## config.mk

```make
export PLATFORM = sky130hd
export DESIGN_NAME = opx_seq_mux
export DESIGN_NICKNAME = d
export VERILOG_FILES = /design/src/rtl/opx_seq_mux.sv
export SDC_FILE = /design/constraint.sdc
export NUM_CORES = 1
export LEC_CHECK = 0
export ABC_AREA = 1
export CAP_MARGIN = 5
export CELL_PAD_IN_SITES_DETAIL_PLACEMENT = 0
export CELL_PAD_IN_SITES_GLOBAL_PLACEMENT = 1
export CORE_ASPECT_RATIO = 1.1
export CORE_UTILIZATION = 32
export CTS_CLUSTER_SIZE = 28
export DETAILED_ROUTE_END_ITERATION = 6
export PLACE_DENSITY = 0.85
export SLEW_MARGIN = 15
export SYNTH_ARGS = -nofsm -noshare
export SYNTH_HDL_FRONTEND = slang
export SYNTH_SLANG_ARGS = --single-unit
```

## constraint.sdc

```tcl
create_clock -name CLK -period 6.4 [get_ports CLK]
set_clock_uncertainty 0.1 [all_clocks]
set_input_delay 1.6 -clock CLK [delete_from_list [all_inputs] [get_ports CLK]]
set_output_delay 1.6 -clock CLK [all_outputs]
set_load 0.01 [all_outputs]
```

## src/rtl/opx_seq_mux.sv

```systemverilog
// opx_seq_mux: drives a registered OPX control bundle selected by instruction group, with stall hold,
// a one-entry pending load and an optional debug override built only when OPX_SEQ_MUX_DEBUG_EN is defined.
module opx_seq_mux #(
  parameter int GROUPS = 8,
  parameter int GW     = 3,
  parameter int BW     = 40
) (
  input  logic                 CLK,
  input  logic                 RESET,
  input  logic [GW-1:0]        INSTRUCTION_GROUP,
  input  logic                 GROUP_LOAD,
  input  logic [GROUPS*BW-1:0] BUNDLES,
  input  logic [GROUPS-1:0]    GROUP_EN,
  input  logic [BW-1:0]        DEFAULT_BUNDLE,
  input  logic                 STALL,
  input  logic                 DBG_REQ,
  input  logic [GW-1:0]        DBG_GROUP,
  output logic [BW-1:0]        OPX,
  output logic [GW-1:0]        ACTIVE_GROUP,
  output logic                 OPX_VALID,
  output logic                 ILLEGAL,
  output logic                 OVERRUN
);
  localparam int NG = 1 << GW;

  typedef enum logic [1:0] {
    S_IDLE,
    S_RUN,
    S_HOLD
`ifdef OPX_SEQ_MUX_DEBUG_EN
    , S_DBG
`endif
  } state_t;

  state_t          r_state;
  logic [BW-1:0]   r_opx;
  logic [GW-1:0]   r_grp;
  logic            r_vld;
  logic            r_ill;
  logic            r_ovr;
  logic            r_pvld;
  logic [GW-1:0]   r_pgrp;

  // Index space padded to 2^GW: groups past GROUPS read as disabled.
  logic [NG-1:0]   w_en;
  logic [BW-1:0]   w_bun [NG];

  for (genvar g = 0; g < NG; g++) begin : g_pad
    if (g < GROUPS) begin : g_real
      assign w_en[g]  = GROUP_EN[g];
      assign w_bun[g] = BUNDLES[g*BW +: BW];
    end else begin : g_void
      assign w_en[g]  = 1'b0;
      assign w_bun[g] = DEFAULT_BUNDLE;
    end
  end

  function automatic logic [BW-1:0] f_pick(input logic [GW-1:0] g);
    f_pick = w_en[g] ? w_bun[g] : DEFAULT_BUNDLE;
  endfunction

`ifdef OPX_SEQ_MUX_DEBUG_EN
  logic [GW-1:0]   r_sgrp;
  logic            r_svld;
  logic            w_dbg_go;
  assign w_dbg_go = DBG_REQ && (r_state == S_RUN || r_state == S_HOLD);
`else
  logic            w_unused_dbg;
  assign w_unused_dbg = ^{DBG_REQ, DBG_GROUP};
`endif

  always_ff @(posedge CLK) begin
    if (RESET) begin
      r_state <= S_IDLE;
      r_opx   <= DEFAULT_BUNDLE;
      r_grp   <= '0;
      r_vld   <= 1'b0;
      r_ill   <= 1'b0;
      r_ovr   <= 1'b0;
      r_pvld  <= 1'b0;
      r_pgrp  <= '0;
`ifdef OPX_SEQ_MUX_DEBUG_EN
      r_sgrp  <= '0;
      r_svld  <= 1'b0;
`endif
    end else begin
      r_ill <= 1'b0;
`ifdef OPX_SEQ_MUX_DEBUG_EN
      if (w_dbg_go) begin
        // Remember the running group so release can put it back before pending work.
        r_sgrp  <= r_grp;
        r_svld  <= r_vld;
        r_state <= S_DBG;
        r_opx   <= f_pick(DBG_GROUP);
        r_grp   <= DBG_GROUP;
        r_vld   <= 1'b1;
        r_ill   <= !w_en[DBG_GROUP];
        if (GROUP_LOAD) begin
          r_ovr  <= r_ovr | r_pvld;
          r_pvld <= 1'b1;
          r_pgrp <= INSTRUCTION_GROUP;
        end
      end else
`endif
      case (r_state)
        S_IDLE: begin
          r_opx <= DEFAULT_BUNDLE;
          r_vld <= 1'b0;
          if (GROUP_LOAD && !STALL) begin
            r_opx   <= f_pick(INSTRUCTION_GROUP);
            r_grp   <= INSTRUCTION_GROUP;
            r_vld   <= 1'b1;
            r_ill   <= !w_en[INSTRUCTION_GROUP];
            r_state <= S_RUN;
          end else if (GROUP_LOAD) begin
            r_pvld  <= 1'b1;
            r_pgrp  <= INSTRUCTION_GROUP;
            r_state <= S_HOLD;
          end
        end
        S_RUN: begin
          if (STALL) begin
            r_state <= S_HOLD;
            if (GROUP_LOAD) begin
              r_ovr  <= r_ovr | r_pvld;
              r_pvld <= 1'b1;
              r_pgrp <= INSTRUCTION_GROUP;
            end
          end else if (GROUP_LOAD) begin
            r_opx <= f_pick(INSTRUCTION_GROUP);
            r_grp <= INSTRUCTION_GROUP;
            r_vld <= 1'b1;
            r_ill <= !w_en[INSTRUCTION_GROUP];
          end else begin
            r_opx <= f_pick(r_grp);
          end
        end
        S_HOLD: begin
          if (STALL) begin
            if (GROUP_LOAD) begin
              r_ovr  <= r_ovr | r_pvld;
              r_pvld <= 1'b1;
              r_pgrp <= INSTRUCTION_GROUP;
            end
          end else if (GROUP_LOAD) begin
            // A fresh load supersedes whatever was pending; not an overrun.
            r_opx   <= f_pick(INSTRUCTION_GROUP);
            r_grp   <= INSTRUCTION_GROUP;
            r_vld   <= 1'b1;
            r_ill   <= !w_en[INSTRUCTION_GROUP];
            r_pvld  <= 1'b0;
            r_state <= S_RUN;
          end else if (r_pvld) begin
            r_opx   <= f_pick(r_pgrp);
            r_grp   <= r_pgrp;
            r_vld   <= 1'b1;
            r_ill   <= !w_en[r_pgrp];
            r_pvld  <= 1'b0;
            r_state <= S_RUN;
          end else begin
            r_state <= r_vld ? S_RUN : S_IDLE;
          end
        end
`ifdef OPX_SEQ_MUX_DEBUG_EN
        S_DBG: begin
          if (DBG_REQ) begin
            r_opx <= f_pick(DBG_GROUP);
            r_grp <= DBG_GROUP;
            r_vld <= 1'b1;
            r_ill <= (DBG_GROUP != r_grp) && !w_en[DBG_GROUP];
          end else begin
            // Restore now; HOLD applies any pending entry on the next STALL-free cycle.
            r_opx   <= r_svld ? f_pick(r_sgrp) : DEFAULT_BUNDLE;
            r_grp   <= r_sgrp;
            r_vld   <= r_svld;
            r_state <= S_HOLD;
          end
          if (GROUP_LOAD) begin
            r_ovr  <= r_ovr | r_pvld;
            r_pvld <= 1'b1;
            r_pgrp <= INSTRUCTION_GROUP;
          end
        end
`endif
        default: r_state <= S_IDLE;
      endcase
    end
  end

  assign OPX          = r_opx;
  assign ACTIVE_GROUP = r_grp;
  assign OPX_VALID    = r_vld;
  assign ILLEGAL      = r_ill;
  assign OVERRUN      = r_ovr;
endmodule

```

* Word-level counts from Yosys, hierarchy flattened *
Index checks and enable logic that the tools add are counted.

word-level totals
  register bits after elaboration = 52
  bits in latches = 0
  memory bits (writable) = 0
  bits in read-only memories = 0
  memories = 0

operators by class
  $add $sub $neg = 0
  multipliers = 0
  div/mod/pow operators = 0
  magnitude comparators = 6
  equal/unequal tests = 14
  shifts and indexed selects = 0
  multiplexer cells = 64
  bitwise operators = 4
  reduce and logical (&&, ||, !) cells = 16

operators by type and width
  cell                                                                          number
  40-bit two-way mux                                                            16
  40-bit binary-select mux with 3-bit select                                    3
  40-bit case mux with 3 select lines                                           1
  3-bit two-way mux                                                             9
  1-bit two-way mux                                                             22
  4-bit >= comparator, second input constant                                    3
  3-bit by 4-bit less-than comparator with 1-bit output, second input constant  3
  2-bit inequality test, second input constant                                  6
  3-bit inequality test, second input constant                                  4
  3-bit inverter with 4-bit output                                              3
  3-bit AND reduction                                                           4
  1-bit binary-select mux with 3-bit select                                     3
  1-bit case mux with 3 select lines                                            3
  3-bit case mux with 3 select lines                                            1
  2-bit two-way mux                                                             4
  2-bit case mux with 3 select lines                                            1
  3-bit case mux with 2 select lines                                            1
  6-bit AND reduction                                                           1
  5-bit AND reduction                                                           1
  4-bit inequality test, second input constant                                  1
  4-bit AND reduction                                                           1
  4-bit nonzero test                                                            1
  1-bit zero test                                                               3
  3-bit nonzero test                                                            1
  8 further kinds                                                               8

* Longest topological paths before layout *
Gate-level depths: netlist of run 1.

  depth in word-level cells = 10
  depth in mapped cells = 16

* Worst setup path before layout of run 1 *
Ideal clock, no wire load.

  path kind = input to register
  from = in STALL
  to = reg r_opx[0] (netlist: OPX[0]), enable pin
  library setup time = 0.493 ns
  arrival = 4.798 ns
  required time = 5.807 ns
  setup slack = 1.010 ns
  stages = 4
  buffers on the path = 1
  path through = clkbuf_1 > nand2_1 > o21ai_0 > o21ai_0

on the way
  cells in the longest elaborated chain, start to end = 2
  elaborated cells between the ends (all ways) = 3

RTL lines
  what                                      line  source
  start: declaration                        15    input logic STALL,
  3-bit inequality test (no source line)    --
  4-bit AND reduction (no source line) (*)  --
  end signal: assignment                    110   r_opx <= f_pick(INSTRUCTION_GROUP);
  end signal: assignment                    130   r_opx <= f_pick(INSTRUCTION_GROUP);
  end signal: assignment                    135   r_opx <= f_pick(r_grp);
  end: declaration                          36    logic [BW-1:0] r_opx;

Every way passes the cells marked *; elsewhere a longest branch is shown, timed or not.
A chain may end at the register's enable or synchronous reset.

* Worst setup path after layout of run 1 *
  from = in INSTRUCTION_GROUP[0]
  to = reg r_opx[36] (netlist: OPX[36]), data pin

on the way
  cells in the longest elaborated chain, start to end = 9
  elaborated cells between the ends (all ways) = 14

RTL lines
  what                                                    line      source
  start: declaration                                      10        input logic [GW-1:0] INSTRUCTION_GROUP,
  3-bit inverter with 4-bit output (implied by the code)  59        f_pick = w_en[g] ? w_bun[g] : DEFAULT_BUNDLE;
  40-bit binary-select mux with 3-bit select              59
  40-bit two-way mux (implied by the code) (2 in a row)   59
  40-bit two-way mux (*)                                  59
  40-bit two-way mux, on equally long branches            145, 129
  40-bit two-way mux, on equally long branches            139, 122
  40-bit case mux with 3 select lines (*)                 105       case (r_state)
  40-bit two-way mux (*)                                  73        if (RESET) begin
  end signal: assignment                                  110
  end signal: assignment                                  147       r_opx <= f_pick(INSTRUCTION_GROUP);
  end signal: assignment                                  154       r_opx <= f_pick(r_pgrp);

Every way passes the cells marked *; elsewhere a longest branch is shown, timed or not. The select of a mux whose other input is x is not followed.

==> results of run 1 <==
## routing by layer
layer	track usage	vias to the layer above	part of all wire
li1	-	11660	-
met1	0.4041	10500	0.41
met2	0.5334	1184	0.47
met3	0.03314	193	0.085
met4	0.1433	8	0.041
met5	0	-	0.00059
## worst max-delay path by stage
stage	start	to	slack [ns]	cells past startpoint
2_1_floorplan	STALL	OPX[0]	1.01	4
3_3_place_gp	INSTRUCTION_GROUP[0]	OPX[36]	1.34	14
3_5_place_dp	INSTRUCTION_GROUP[0]	OPX[36]	1.34	14
4_1_cts	INSTRUCTION_GROUP[0]	OPX[36]	1.72	14
5_1_grt	INSTRUCTION_GROUP[0]	OPX[3]	1.40	14
6_report	INSTRUCTION_GROUP[0]	OPX[36]	1.63	14
## state kept, by name, summed over array words and instances, names as in the netlist
| register | flops |
|---|---|
| ACTIVE_GROUP | 3 |
| ILLEGAL | 1 |
| OPX | 40 |
| OPX_VALID | 1 |
| OVERRUN | 1 |
| r_pgrp | 3 |
| r_pvld | 1 |
| r_state | 2 |
## power by group through the flow
stage               combinational, mW  clock [mW]  sequential, mW
global placement                 5.59           0           0.949
global route                     6.33       0.334           0.950
CTS                              5.63       0.326           0.936
finish                           5.70       0.316           0.939
floorplan                        3.84           0           0.745
detailed placement               5.61           0           0.939
## cells in the final DEF, fill, tap and decap left out, types with 9 or more instances in the layout
master | netlist | layout
a21oi_1 | 89 | 89
buf_4 | 24 | 31
clkdlybuf4s50_1 | 0 | 415
diode_2 | 0 | 11
edfxtp_1 | 40 | 40
inv_1 | 388 | 383
nand2_1 | 2129 | 2125
nand3_1 | 660 | 660
nor2_1 | 9 | 9
o21ai_0 | 58 | 57
## area by class of cell
cell class	instances	area, µm²	area share
multi-input combinational	2965	12260	0.5927
timing repair buffer	451	4456	0.2154
inverter	394	1496	0.07236
sequential	52	1459	0.07054
tap	660	825.8	0.03993
clock buffer	5	125.1	0.006050
clock inverter	3	33.78	0.001633
antenna	11	27.53	0.001331
## critical path: stages
cell     delay [ns]
buf_6          0.51
inv_6          0.47
nand2_1        0.16
nand3_1        0.10
nand2_1        0.09
nand2_1        0.06
nand2_2        0.87
nand2_1        0.16
nand3_1        0.15
nand2_1        0.06
nand2_1        0.06
nand3_1        0.08
nand2_1        0.21
nand2_1        0.07
## cell families (layout without fill, tap and decap cells)
logic type | after synthesis | in the layout | share of synthesized area
simple gates | 2805 | 2805 | 0.6926
compound gates | 156 | 156 | 0.04856
other cells | 0 | 11 | 0
buf+inv | 659 | 853 | 0.1679
flops | 52 | 52 | 0.08782
fa+ha+maj | 4 | 4 | 0.003050
==> impl_metrics.csv, run 1 <==
group,metric,value,unit
sta,slew_headroom,0.1695,
synth,yosysTopAreaCell,"nand2_1",
routing,first_pass_iters,6,
routing,via_per_inst,5.186,
sta,timing.final.ws_setup,1.627,ns
synth,syn_area_per_cell,4.465,µm²
routing,route.vias.total,23550,
job,maxCapViolations,0,
critical_path,crit_fanout,98,
sta,finalHoldViolations,0,
place,gp_congestion,0.8872,
critical_path,r2r_start,"r_pgrp[0]",
pwr,peakVddDrop,0.0004309,V
die,die_x,217.9,µm
synth,netlist_top_cells_area,"nand2_1, nand3_1, inv_1",
place,dp_hpwl,54370,µm
synth,ys_seq_area_frac,0.08782,
synth,ys_warn_count,0,
place,placed_area,0.02047,mm²
final_layout,final_core_util,0.4107,
routing,drt_iter0_markers,2285,
die,core-area,0.05036,mm²
final_layout,fillers,5865,
die,die_h,239.5,µm
final_layout,fin_cells,4541,
global_route,grt_max_degree,151,
die,floorplan.initialDensity,0.3259,
worst_hold_path,worstHoldPathCells,2,
routing,drcViolationCount,0,
final_layout,final_cell_area,0.02068,mm²
routing,wl,84470,µm
synth,synth-main-ff-cell,"edfxtp_1",
pwr,powerDensity,336.2,mW/mm²
global_route,grt_pass1_wl,128500,µm
cts,root_buffer,"clkbuf_16",
critical_path,cp-end-kind,"flop",
pwr,clkPwrFrac,0.045,
pwr,total_power,6.954,mW
synth,synth_edf_count,40,
cts,ctsHoldBuffers,0,
cts,cts_setup_buffers,0,
pwr,power_frac_comb,0.820,
routing,final_antenna_net_count,0,
cts,clk_path_buf_depth,2,
synth,synth_area,0.01641,mm²
routing,wire_per_inst,18.60,µm
synth,synthArstFlopShare,0,
critical_path,r2r_cells,14,
cts,ctsHtreeMaxLevel,2,
die,pin_count,425,
pwr,p_int,2.650,mW
sta,slew_violations,0,
cts,numCtsBuffers,5,
synth,netlist_instances,3676,
cts,clk_latency,0.33,ns
sta,period_share,0.7458,
die,die_area,0.05220,mm²
pwr,p_sw,4.304,mW
synth,ys_top_cells_by_count,"nand2_1, nand3_1, inv_1, buf_2, a21oi_1",
worst_hold_path,min_delay_worst_endpoint,"OVERRUN",
sta,max_freq,209.5,MHz
synth,synthDistinctLibCells,22,
critical_path,path_class,"input port to flop",
global_route,antenna_found_initial,15,
pwr,leakagePower,11.49,nW
critical_path,reg2reg_to,"OPX[11]",
pwr,pwr-share-seq,0.135,
sta,layout_min_cycle_time,4.773,ns
critical_path,arrival,4.76,ns
critical_path,ff2ff_setup_slack,2.73,ns
pwr,p_sw_frac,0.6189,
die,rows,86,
status,status,"finished clean",
synth,synth_most_common_cell,"nand2_1",
global_route,grt_pass1_vias,21950,
final_layout,area_growth,26.01,%
worst_hold_path,hp-class,"flop to flop",
worst_hold_path,hold_start,"OVERRUN",
cts,clk_pin_slew,0.09,ns
place,pre_cts_ws,1.342,ns
critical_path,critPathRequiredTime,6.39,ns
critical_path,start_kind,"input port",
synth,synth_fp_nets,4059,
final_layout,final_nets,4252,
place,port_buffers,420,
final_layout,drive_gt1_frac,0.01860,
global_route,gr-total-overflow,0,
place,placed_cells,4521,
synth,synth_top_area_share,0.4869,
sta,holdWs,0.4585,ns
sta,rsz0062_at_grt,"false",
cts,cts_resized,0,
cts,cts_tree,"built",
sta,setup-tns-final,0,ns
global_route,grt_usage,0.3167,
sta,setup_violations,0,
cts,cts.sinks,52,
sta,tightest_slew,1.241,ns
synth,synth_seq_cells,52,
(Power assumes the default switching activity.)
==> run 2, diff against run 1 <==
Settings changed: CORE_UTILIZATION 32 to 29, PLACE_DENSITY 0.85 to 0.82.
Clock period 6.4 ns to 3.9 ns, I/O delays scaled along.
==> impl_metrics.csv, run 2 (same netlist as run 1, synthesis figures left out) <==
group,metric,value,unit
status,status,"finished clean",
routing,route.vias.total,23520,
critical_path,critPathRequiredTime,3.97,ns
pwr,peakVddDrop,0.0003750,V
pwr,p_sw_frac,0.6100,
global_route,grt.busiest_layer,"met2",
critical_path,crit_buf_inv,3,
worst_hold_path,hp-class,"flop to flop",
global_route,antenna_found_initial,8,
cts,root_buffer,"clkbuf_16",
sta,timing.final.ws_setup,0.6811,ns
place,dp_hpwl,58740,µm
final_layout,area_growth,28.73,%
critical_path,path_class,"input port to flop",
final_layout,layout_common_cells,"nand2_1, nand3_1, clkdlybuf4s50_1, inv_1, a21oi_1",
critical_path,ff2ff_setup_slack,0.83,ns
sta,period_share,0.8254,
cts,clk_latency,0.33,ns
critical_path,cp-end-kind,"flop",
final_layout,fin_cells,4650,
cts,ctsHtreeMaxLevel,2,
pwr,p_int,4.564,mW
die,core-area,0.05602,mm²
job,maxCapViolations,0,
sta,rsz0062_at_grt,"false",
pwr,power_frac_comb,0.834,
place,placed_cells,4635,
sta,setup_violations,0,
global_route,grt_pass1_vias,21680,
final_layout,multi_input_area,0.01226,mm²
place,gp_congestion,0.8980,
pwr,powerDensity,553.9,mW/mm²
critical_path,path_delay_family,"simple AND/OR/NAND/NOR gates",
critical_path,critPathMaxStageDelay,0.54,ns
cts,ctsHoldBuffers,0,
critical_path,path_common_cell,"nand2_1",
pwr,p_sw,7.139,mW
global_route,grt_max_degree,114,
global_route,gr-total-overflow,0,
die,rows,91,
cts,cts.sinks,52,
sta,max_freq,310.7,MHz
die,die_x,228.8,µm
sta,slew_headroom,0.2659,
final_layout,final_common_cell,"nand2_1",
cts,cts_resized,0,
final_layout,drive_gt1_frac,0.02590,
routing,wl,85540,µm
final_layout,seq_area,0.001459,mm²
die,floorplan.initialDensity,0.2930,
place,port_buffers,420,
critical_path,path_cells,"clkdlybuf4s50_1 > inv_1 > nand2_1 > nand3_1 > nand2_1 > nand2_1 > nand2_2 > buf_4 > nand2_1 > nand2_1 > nand2_1 > nand2_1 > nand2_1 > nand3_1 > nand2_1 > nand2_1",
sta,setup-tns-final,0,ns
global_route,grt_usage,0.2893,
final_layout,largest_reg_flops,40,
cts,cts_tree,"built",
critical_path,start_kind,"input port",
sta,slew_violations,0,
critical_path,critPathSlowestCell,"clkdlybuf4s50_1",
place,pre_cts_ws,0.3625,ns
sta,tightest_slew,1.101,ns
critical_path,crit_fanout,16,
cts,clk_pin_slew,0.09,ns
sta,layout_min_cycle_time,3.219,ns
pwr,leakagePower,11.68,nW
pwr,clkPwrFrac,0.044,
routing,final_antenna_net_count,0,
cts,clk_path_buf_depth,2,
final_layout,fillers,6519,
critical_path,arrival,3.29,ns
cts,cts_setup_buffers,0,
global_route,met2_usage,0.4860,
routing,first_pass_iters,6,
global_route,grt.met3_usage,0.03560,
routing,drcViolationCount,0,
die,pin_count,425,
routing,drt_iter0_markers,2296,
die,die_h,251.5,µm
routing,via_per_inst,5.058,
global_route,use_met1,0.3708,
die,die_area,0.05755,mm²
cts,numCtsBuffers,5,
pwr,pwr-share-seq,0.122,
routing,wire_per_inst,18.40,µm
global_route,grt_pass1_wl,130100,µm
sta,finalHoldViolations,0,
final_layout,final_nets,4281,
## run 2: changes by cell type in the layout (fill, tap and decap cells not counted), sizes merged
cell    previous run  this run
clkinv             6         4
buf               36        65
diode             11         7
inv              391       393
## run 2: through the flow
stage                       util  instance area, µm²  hold slack, ns  power, mW
after floorplan                -               16410          0.3762      7.511
after global placement    0.3742               20960          0.3663      11.08
after detailed placement  0.3742               20960          0.3643      11.09
after CTS                 0.3768               21110          0.3899      11.66
after global routing      0.3770               21120          0.4152      12.81
final                     0.3771               21130          0.3901      11.70
## run 2: final timing paths
check	from	endpoint	depth (start not counted)
hold reg to reg	OVERRUN	OVERRUN	2
setup / recovery	GROUP_EN[6]	OPX[32]	16
setup reg to reg	r_pgrp[1]	OPX[32]	12
hold / removal	OVERRUN	OVERRUN	2
## run 2: cell type report
class / instances / area share
clock inverter: 3 / 0.001125
tap: 744 / 0.04406
multi-input combinational: 2965 / 0.5802
clock buffer: 5 / 0.005922
inverter: 394 / 0.07083
sequential: 52 / 0.06906
timing repair buffer: 480 / 0.2280
antenna: 7 / 0.0008291
## run 2: metal layers
metal	vias to the layer above	wire length, µm	share of wire
met1	10530	35840	0.42
met3	173	6483	0.076
met2	1096	39760	0.46
met4	4	3419	0.040
met5	-	27	0.00032
li1	11720	-	-
## run 2: worst min-delay path, stage by stage (launching register included)
cell     delay [ns]
dfxtp_1        0.35
a41oi_1        0.05
nor2_1         0.07
## run 2: power groups by stage
stage          clock network, mW  logic [mW]  registers [mW]
2_1_floorplan                  0        6.30            1.21
3_3_place_gp                   0        9.64            1.44
3_5_place_dp                   0        9.66            1.43
4_1_cts                    0.536        9.69            1.43
5_1_grt                    0.541        10.8            1.44
6_report                   0.516        9.76            1.42
==> run 3, diff against run 2 <==
Clock period 3.9 ns to 2.9 ns, I/O delays scaled along.
==> impl_metrics.csv, run 3 (same netlist as run 1, synthesis figures left out) <==
group,metric,value,unit
critical_path,critPathSlowestCell,"clkdlybuf4s50_1",
place,dp_hpwl,59800,µm
die,die_area,0.05755,mm²
sta,period_share,0.9288,
final_layout,largest_reg_flops,40,
place,placed_cells,4661,
cts,cts_resized,0,
pwr,p_sw,9.610,mW
die,floorplan.initialDensity,0.2930,
routing,wl,84850,µm
final_layout,fillers,6447,
cts,ctsHtreeMaxLevel,2,
sta,holdWs,0.3904,ns
die,die_x,228.8,µm
critical_path,crit_fanout,22,
place,placed_area,0.02141,mm²
sta,rsz0062_at_grt,"false",
sta,max_freq,371.3,MHz
pwr,p_sw_frac,0.5955,
status,status,"finished, violations left",
routing,via_per_inst,5.025,
sta,slew_violations,0,
status,failed_checks,"DRC",
cts,ctsHoldBuffers,0,
cts,cts_tree,"built",
global_route,gr-total-overflow,0,
sta,tightest_slew,0.9463,ns
die,die_h,251.5,µm
final_layout,drive_gt1_frac,0.03236,
place,port_buffers,420,
pwr,p_int,6.528,mW
die,core-area,0.05602,mm²
global_route,grt_pass1_wl,130400,µm
sta,slew_headroom,0.3692,
pwr,powerDensity,747.6,mW/mm²
place,gp_congestion,0.8962,
final_layout,final_core_util,0.3853,
critical_path,arrival,1.87,ns
cts,root_buffer,"clkbuf_16",
final_layout,layout_common_cells,"nand2_1, nand3_1, clkdlybuf4s50_1, inv_1, a21oi_1",
sta,setup-tns-final,0,ns
cts,cts.sinks,52,
critical_path,start_kind,"flop",
worst_hold_path,hp-class,"flop to flop",
pwr,leakagePower,11.90,nW
critical_path,crit_path_start,"ACTIVE_GROUP[2]",
pwr,peakVddDrop,0.0006679,V
global_route,grt_max_degree,91,
critical_path,critPathRequiredTime,2.08,ns
global_route,grt_usage,0.2886,
pwr,clkPwrFrac,0.043,
cts,clk_path_buf_depth,2,
pwr,pwr-share-seq,0.109,
final_layout,area_growth,31.52,%
cts,cts_setup_buffers,0,
final_layout,final_nets,4307,
routing,wire_per_inst,18.13,µm
critical_path,cp-end-kind,"output port",
die,rows,91,
global_route,grt_pass1_vias,22040,
critical_path,critPathMaxStageDelay,0.61,ns
routing,route.vias.total,23520,
place,pre_cts_ws,0.04096,ns
critical_path,r2r_start,"ACTIVE_GROUP[2]",
sta,finalHoldViolations,0,
die,pin_count,425,
routing,drcViolationCount,7,
final_layout,final_common_cell,"nand2_1",
critical_path,path_class,"flop to output port",
final_layout,final_cell_area,0.02159,mm²
sta,timing.final.ws_setup,0.2066,ns
cts,clk_latency,0.32,ns
worst_hold_path,hold_start,"OPX_VALID",
sta,setup_violations,0,
pwr,power_frac_comb,0.848,
final_layout,fin_cells,4680,
job,maxCapViolations,0,
critical_path,path_cells,"buf_4 > clkdlybuf4s50_1",
cts,numCtsBuffers,5,
sta,layout_min_cycle_time,2.693,ns
routing,final_antenna_net_count,0,
cts,clk_pin_slew,0.09,ns
pwr,total_power,16.14,mW
global_route,antenna_found_initial,15,
routing,drt_iter0_markers,2600,
routing,first_pass_iters,7,
-- run 3: critical path: cells and delay by family (launching register included) --
| family | cells | cell delay [ns] |
|---|---|---|
| buffers and inverters | 2 | 0.95 |
| flip-flops | 1 | 0.60 |
-- run 3: layer usage --
metal / vias up / wire length [µm] / track usage
met1: 10490 / 35040 / 0.3711
met3: 128 / 6584 / 0.03119
met4: 8 / 2350 / 0.09829
met5: - / 50 / 0
li1: 11770 / - / -
met2: 1120 / 40820 / 0.4987
-- run 3: layout make-up --
cell class	count	area, µm²	share of cell area
multi-input cells	2965	12260	0.5679
repair buffers	506	5261	0.2437
inverters	394	1496	0.06933
flip-flops and latches	52	1459	0.06759
well taps	744	930.9	0.04313
clock buffers	5	125.1	0.005796
clock inverters	3	27.53	0.001275
diodes	11	27.53	0.001275
-- run 3: power by group through the flow --
stage / combinational [mW] / sequential, mW / clock (mW)
2_1_floorplan: 8.48 / 1.62 / 0
3_3_place_gp: 13.5 / 1.79 / 0
3_5_place_dp: 13.5 / 1.77 / 0
4_1_cts: 13.6 / 1.77 / 0.709
5_1_grt: 15.2 / 1.78 / 0.728
6_report: 13.7 / 1.75 / 0.696
-- run 3: final timing paths --
check | to | slack (ns) | cells past startpoint
worst max register to register | OPX[36] | 0.39 | 14
worst min-delay path | OPX_VALID | 0.39 | 2
worst min register to register | OPX_VALID | 0.39 | 2
worst max-delay path | ACTIVE_GROUP[2] | 0.21 | 2
